===== src/rtl/update_knn_mul_acc.sv =====
// +----------------------------------------------------------------------------+
// | update_knn_mul_acc : pipelined multiplier with optional grouped accumulate  |
// | Revision 1.0                                                               |
// +----------------------------------------------------------------------------+
`default_nettype none

module update_knn_mul_acc #(
  parameter int DIN0_WIDTH = 17,
  parameter int DIN1_WIDTH = 15,
  parameter int DOUT_WIDTH = 40,
  parameter int NUM_STAGE  = 3,
  parameter int SIGNED     = 0,
  parameter int ACC_EN     = 1
) (
  input  logic                  clk,
  input  logic                  reset,
  input  logic                  ce,
  input  logic                  in_valid,
  input  logic [DIN0_WIDTH-1:0] din0,
  input  logic [DIN1_WIDTH-1:0] din1,
  input  logic                  acc_clr,
  input  logic                  acc_last,
  output logic [DOUT_WIDTH-1:0] dout,
  output logic                  out_valid,
  output logic                  out_last,
  output logic                  out_ovf
);

  localparam int c_prod_w = DIN0_WIDTH + DIN1_WIDTH;
  localparam int c_pipe   = NUM_STAGE - 1;

  if (DOUT_WIDTH < c_prod_w) begin : g_chk_dout
    $error("update_knn_mul_acc: DOUT_WIDTH must be >= DIN0_WIDTH+DIN1_WIDTH");
  end
  if (NUM_STAGE < 2) begin : g_chk_stage
    $error("update_knn_mul_acc: NUM_STAGE must be >= 2");
  end

  // Data and group flags only load on valid beats so outputs hold through bubbles.
  logic [DIN0_WIDTH-1:0] a_q, a_d;
  logic [DIN1_WIDTH-1:0] b_q, b_d;
  logic                  v1_q, v1_d, clr1_q, clr1_d, last1_q, last1_d;

  always_comb begin
    a_d     = a_q;
    b_d     = b_q;
    clr1_d  = clr1_q;
    last1_d = last1_q;
    v1_d    = in_valid;
    if (in_valid) begin
      a_d     = din0;
      b_d     = din1;
      clr1_d  = acc_clr;
      last1_d = acc_last;
    end
  end

  always_ff @(posedge clk) begin
    if (reset) begin
      a_q     <= '0;
      b_q     <= '0;
      v1_q    <= 1'b0;
      clr1_q  <= 1'b0;
      last1_q <= 1'b0;
    end else if (ce) begin
      a_q     <= a_d;
      b_q     <= b_d;
      v1_q    <= v1_d;
      clr1_q  <= clr1_d;
      last1_q <= last1_d;
    end
  end

  // Sign-extending both operands to the product width yields the correct
  // two's-complement product from a plain modular multiply.
  logic [c_prod_w-1:0] a_ext, b_ext, prod;
  assign a_ext = {{DIN1_WIDTH{(SIGNED != 0) && a_q[DIN0_WIDTH-1]}}, a_q};
  assign b_ext = {{DIN0_WIDTH{(SIGNED != 0) && b_q[DIN1_WIDTH-1]}}, b_q};
  assign prod  = a_ext * b_ext;

  logic [c_prod_w-1:0] p_q [c_pipe];
  logic [c_prod_w-1:0] p_d [c_pipe];
  logic [c_pipe-1:0]   pv_q, pv_d, pc_q, pc_d, pl_q, pl_d;

  always_comb begin
    pv_d = pv_q;
    pc_d = pc_q;
    pl_d = pl_q;
    for (int k = 0; k < c_pipe; k++) p_d[k] = p_q[k];
    pv_d[0] = v1_q;
    if (v1_q) begin
      p_d[0]  = prod;
      pc_d[0] = clr1_q;
      pl_d[0] = last1_q;
    end
    for (int k = 1; k < c_pipe; k++) begin
      pv_d[k] = pv_q[k-1];
      if (pv_q[k-1]) begin
        p_d[k]  = p_q[k-1];
        pc_d[k] = pc_q[k-1];
        pl_d[k] = pl_q[k-1];
      end
    end
  end

  always_ff @(posedge clk) begin
    if (reset) begin
      pv_q <= '0;
      pc_q <= '0;
      pl_q <= '0;
      for (int k = 0; k < c_pipe; k++) p_q[k] <= '0;
    end else if (ce) begin
      pv_q <= pv_d;
      pc_q <= pc_d;
      pl_q <= pl_d;
      for (int k = 0; k < c_pipe; k++) p_q[k] <= p_d[k];
    end
  end

  logic                  tail_v, tail_clr, tail_last;
  logic [c_prod_w-1:0]   tail_p;
  logic [DOUT_WIDTH-1:0] prod_ext;
  assign tail_v    = pv_q[c_pipe-1];
  assign tail_clr  = pc_q[c_pipe-1];
  assign tail_last = pl_q[c_pipe-1];
  assign tail_p    = p_q[c_pipe-1];

  if (DOUT_WIDTH > c_prod_w) begin : g_ext_pad
    assign prod_ext = {{(DOUT_WIDTH-c_prod_w){(SIGNED != 0) && tail_p[c_prod_w-1]}}, tail_p};
  end else begin : g_ext_none
    assign prod_ext = tail_p;
  end

  if (ACC_EN != 0) begin : g_acc
    logic [DOUT_WIDTH-1:0] acc_q, acc_d, dout_q, dout_d;
    logic                  ovf_q, ovf_d, ovalid_q, ovalid_d;
    logic                  olast_q, olast_d, oovf_q, oovf_d;
    logic [DOUT_WIDTH:0]   sum;
    logic                  add_ovf;

    always_comb begin
      sum = {1'b0, acc_q} + {1'b0, prod_ext};
      if (SIGNED != 0) begin
        add_ovf = (acc_q[DOUT_WIDTH-1] == prod_ext[DOUT_WIDTH-1]) &&
                  (sum[DOUT_WIDTH-1] != acc_q[DOUT_WIDTH-1]);
      end else begin
        add_ovf = sum[DOUT_WIDTH];
      end
      acc_d    = acc_q;
      ovf_d    = ovf_q;
      dout_d   = dout_q;
      olast_d  = olast_q;
      oovf_d   = oovf_q;
      ovalid_d = 1'b0;
      if (tail_v) begin
        if (tail_clr) begin
          acc_d = prod_ext;
          ovf_d = 1'b0;
        end else begin
          acc_d = sum[DOUT_WIDTH-1:0];
          ovf_d = ovf_q | add_ovf;
        end
        if (tail_last) begin
          ovalid_d = 1'b1;
          dout_d   = acc_d;
          oovf_d   = ovf_d;
          olast_d  = 1'b1;
        end
      end
    end

    always_ff @(posedge clk) begin
      if (reset) begin
        acc_q    <= '0;
        ovf_q    <= 1'b0;
        dout_q   <= '0;
        ovalid_q <= 1'b0;
        olast_q  <= 1'b0;
        oovf_q   <= 1'b0;
      end else if (ce) begin
        acc_q    <= acc_d;
        ovf_q    <= ovf_d;
        dout_q   <= dout_d;
        ovalid_q <= ovalid_d;
        olast_q  <= olast_d;
        oovf_q   <= oovf_d;
      end
    end

    assign dout      = dout_q;
    assign out_valid = ovalid_q;
    assign out_last  = olast_q;
    assign out_ovf   = oovf_q;
  end else begin : g_noacc
    logic unused_clr;
    assign unused_clr = tail_clr;
    assign dout       = prod_ext;
    assign out_valid  = tail_v;
    assign out_last   = tail_last;
    assign out_ovf    = 1'b0;
  end

endmodule

`default_nettype wire


===== config.mk =====
export PLATFORM = sky130hd
export DESIGN_NAME = update_knn_mul_acc
export DESIGN_NICKNAME = d
export VERILOG_FILES = /design/src/rtl/update_knn_mul_acc.sv
export SDC_FILE = /design/constraint.sdc
export NUM_CORES = 1
export LEC_CHECK = 0
export CAP_MARGIN = 0
export CORE_MARGIN = 3
export CORE_UTILIZATION = 50
export CTS_CLUSTER_DIAMETER = 30
export CTS_CLUSTER_SIZE = 8
export DETAILED_ROUTE_END_ITERATION = 8
export HOLD_SLACK_MARGIN = 0.06
export PLACE_DENSITY = 0.68
export REMOVE_ABC_BUFFERS = 1
export SLEW_MARGIN = 25
export SYNTH_ARGS = -nofsm -noshare
export SYNTH_HDL_FRONTEND = slang
export SYNTH_SLANG_ARGS = --single-unit

===== constraint.sdc =====
create_clock -name clk -period 6.8 [get_ports clk]
set_clock_uncertainty 0.2 [all_clocks]
set_input_delay 1.36 -clock clk [delete_from_list [all_inputs] [get_ports clk]]
set_output_delay 1.36 -clock clk [all_outputs]
set_load 0.05 [all_outputs]

==> key figures <==
Status
  – Outcome: completed

Worst hold path
  – Hold EP: dout[38]$_SDFFE_PP0P_
  – Hold depth: 2
  – Worst min-delay path category: flip-flop to flip-flop
  – Hold Path Origin: dout[38]$_SDFFE_PP0P_

Logic synthesis
  – Distinct cells, synth: 64
  – Ys async rst share: 0
  – Sequential fraction of the synthesis area: 0.256
  – YS warnings: 0
  – Cells after Synth: 1,935
  – Post-synth top area share: 0.225
  – EDFF count, synth: 64
  – Synth Register Bits: 189
  – Main synth FF type: dfxtp_1
  – Syn Area/Cell: 8.92 sq um
  – Synth Cell Area: 17,300 sq um
  – Area leader, netlist: fa_1
  – Top post-synthesis cells by area: fa_1 23%, dfxtp_1 15%, edfxtp_1 11%

Placed design
  – Placed instance count: 2,388
  – Pre-CTS WS: 167 ps
  – DP Wirelength: 30.8 mm
  – Gp weighted congestion: 0.871
  – IO Port Bufs: 80

CTS
  – Hold buffer count at CTS: 0
  – TritonCTS Buffers: 17
  – CTS Sinks: 189
  – Reg clk slew, reported paths: 100 ps
  – H-tree levels: 4
  – CTS root buf: clkbuf_16
  – Max Root-Sink Buffers: 2
  – CTS tree: done
  – Clock latency on the worst-skew pair: 470 ps

Routing
  – DR vias/cell: 5.37
  – Per-cell routed wire length: 16.4 microns
  – Post-route ant nets: 0
  – Initial DRC Count: 705
  – Final wirelength: 39.6 mm
  – Vias: 12,995
  – First-pass DRT Iterations: 5
  – Residual DRC: 0

Critical path
  – CP Cell Sequence: buf_4, nand2_1, fa_1, fa_1, inv_1, fa_1, fa_1, fa_1, inv_1, fa_1, inv_1, ha_1, and3_1, a221o_1, a21oi_1, o31a_1, o211a_1, o21bai_1, mux2i_1, nand2_1
  – FF-to-FF Start: b_q[6]$_SDFFE_PP0P_
  – Reg2Reg Setup Slack: 300 ps
  – Critical path launch point type: flip-flop
  – R2R Path End: p_q[0][31]$_SDFFCE_PN0P_
  – Slowest cell on crit path: dfxtp_1
  – Critical-path maximum fanout: 11
  – Worst Path Buf+Inv: 4
  – Crit path top cell by count: fa_1
  – CP required: 6840 ps
  – Crit end category: flip-flop
  – Worst Path Arrival: 6530 ps
  – WS Path Type: flip-flop to flip-flop
  – CP peak stage delay: 640 ps
  – Crit-path leading delay family: adder cells
  – Worst reg-to-reg path cell count: 20

Global routing
  – First-pass GRT wire length: 66.7 mm
  – Antenna violations before repair: 0
  – Tot GR Track Use: 0.227
  – Vias in the first global route: 13,138
  – Grt ovf: 0
  – Largest net degree at the start of global routing: 80

Finish
  – Fill count: 3,023
  – Commonest non-fill, non-tap cells in the layout: 262 x nand2_1, 239 x inv_1, 194 x fa_1
  – Area growth syn-to-layout: 10.5%
  – Most common cell after layout, fill and taps aside: nand2_1
  – Layout Nets: 2,319
  – Multi-input gate area: 11,500 sq um
  – Number of diodes: 0
  – Layout cell share with drive strength beyond 1: 0.0461
  – Fin cells: 2,420
  – Core Util, Final: 0.565
  – Sequential standard cell area: 4430 sq um

Flow run
  – # Max-Cap Violations: 0

Power
  – Clock power frac: 0.406
  – Maximum vdd drop: 0.191 mV
  – Sw power: 793 uW
  – Register share of total power: 0.476
  – Combinational share of power: 0.118
  – PD cells: 138 nW/um^2
  – Internal: 1.84 mW
  – Leakage: 8.43 nW
  – Switch share: 0.301

STA
  – Final Max Slew Viols: 0
  – Slew Limit Headroom: 0.385
  – Crit share post-route: 0.955
  – Slew @ Worst Pin: 922 ps
  – Final setup vio count: 0
  – Minimum clock period after layout: 6500 ps
  – Final hold violations: 0
  – Setup TNS Final: 0 ps
  – F_max: 154 MHz
  – PnR worst setup slack: 304 ps
  – RSZ-0062 raised after global routing: false

Floorplanning
  – Initial Utilization: 0.511
  – Area of the die: 36,800 sq um
  – Die X-Extent: 192 microns
  – Placeable Area: 33,800 sq um
  – Die Span Y: 192 microns
  – Core Rows: 67
  – Number of I/O pins: 81
-- worst max path at each step --
stage / start / endpoint / slack, ps / cells past startpoint
CTS: b_q[7]$_SDFFE_PP0P_ / p_q[0][31]$_SDFFCE_PN0P_ / 170 / 20
finish: b_q[6]$_SDFFE_PP0P_ / p_q[0][31]$_SDFFCE_PN0P_ / 300 / 20
floorplan: a_q[13]$_SDFFE_PP0P_ / p_q[0][29]$_SDFFCE_PN0P_ / 810 / 21
global placement: b_q[7]$_SDFFE_PP0P_ / p_q[0][27]$_SDFFCE_PN0P_ / 290 / 20
detailed placement: b_q[7]$_SDFFE_PP0P_ / p_q[0][31]$_SDFFCE_PN0P_ / 170 / 20
global route: a_q[5]$_SDFFE_PP0P_ / p_q[0][31]$_SDFFCE_PN0P_ / 10 / 21
-- final cells by class --
type,instances,share of cell area
timing repair buffer,108,0.0529
clock buffer,17,0.0223
sequential,189,0.232
inverter,239,0.0470
multi-input combinational,1404,0.605
tap,448,0.0294
clock inverter,15,0.0108
-- registers in the layout, summed over array words and instances, names as in the netlist --
signal,cells
g_acc.acc_q,40
a_q,17
last1_q,1
pv_q,2
pc_q,2
out_ovf,1
g_acc.ovf_q,1
v1_q,1
out_last,1
dout,40
clr1_q,1
out_valid,1
b_q,15
pl_q,2
p_q,64
-- metal layers --
metal  GRT usage  vias to the layer above  share of wire  wire length, microns
li1            -                     6334              -                     -
met1       0.306                     6383           0.46                 18200
met2       0.389                      238           0.49                 19600
met3      0.0319                       40          0.033                  1320
met4      0.0491                        0          0.013                   505
met5           0                        -              0                     0
-- through the flow --
step                area, sq um  power [mW]  hold WS (ps)
finish                    19100        2.64           251
global route              19100        2.75           268
CTS                       19100        2.66           256
detailed placement        18400        1.59           243
global placement          18400        1.58           236
floorplan                 16900        1.46           231
-- worst min-delay path, cell delays in order, from the launching register on --
cell     delay, ps
dfxtp_1        320
nand2_1         50
o21ai_1         50
-- timing repair --
action,CTS,global route
resized for setup,0,6
buffers inserted,0,0
endpoints found under the setup margin,0,8
-- cells by family after synthesis --
family | synth area share
adders and majority gates | 0.318
xor gates and xnor gates | 0.0294
muxes | 0.00638
AOI/OAI and AO/OA | 0.120
DFF | 0.256
and+or+nand+nor | 0.195
buffers and inverters | 0.0750
-- synthesized netlist by cell type (7+ instances only) --
library cell and n:
xor2_1 28, nand4_1 12, nand3b_1 9, dfxtp_1 125, inv_1 239, and2_1 187
mux2i_1 11, o21bai_1 13, nand2_1 263, and3_1 9, nor3_1 28, edfxtp_1 64
clkbuf_1 88, or4_1 7, fa_1 194, o21ai_0 40, a211oi_1 41, buf_2 9
a31oi_1 14, a21o_1 20, ha_1 128, a21oi_1 123, nand2b_1 19, nor2b_1 8
nand3_1 19, nor2_1 124, xnor2_1 30, o21ai_1 13
-- power groups by stage --
stage / registers [mW] / logic [mW] / clock network, mW
finish: 1.25 / 0.312 / 1.07
global route: 1.26 / 0.354 / 1.14
CTS: 1.25 / 0.314 / 1.09
detailed placement: 1.28 / 0.312 / 0
global placement: 1.28 / 0.306 / 0
floorplan: 1.26 / 0.196 / 0
(Power assumes the default switching activity.)
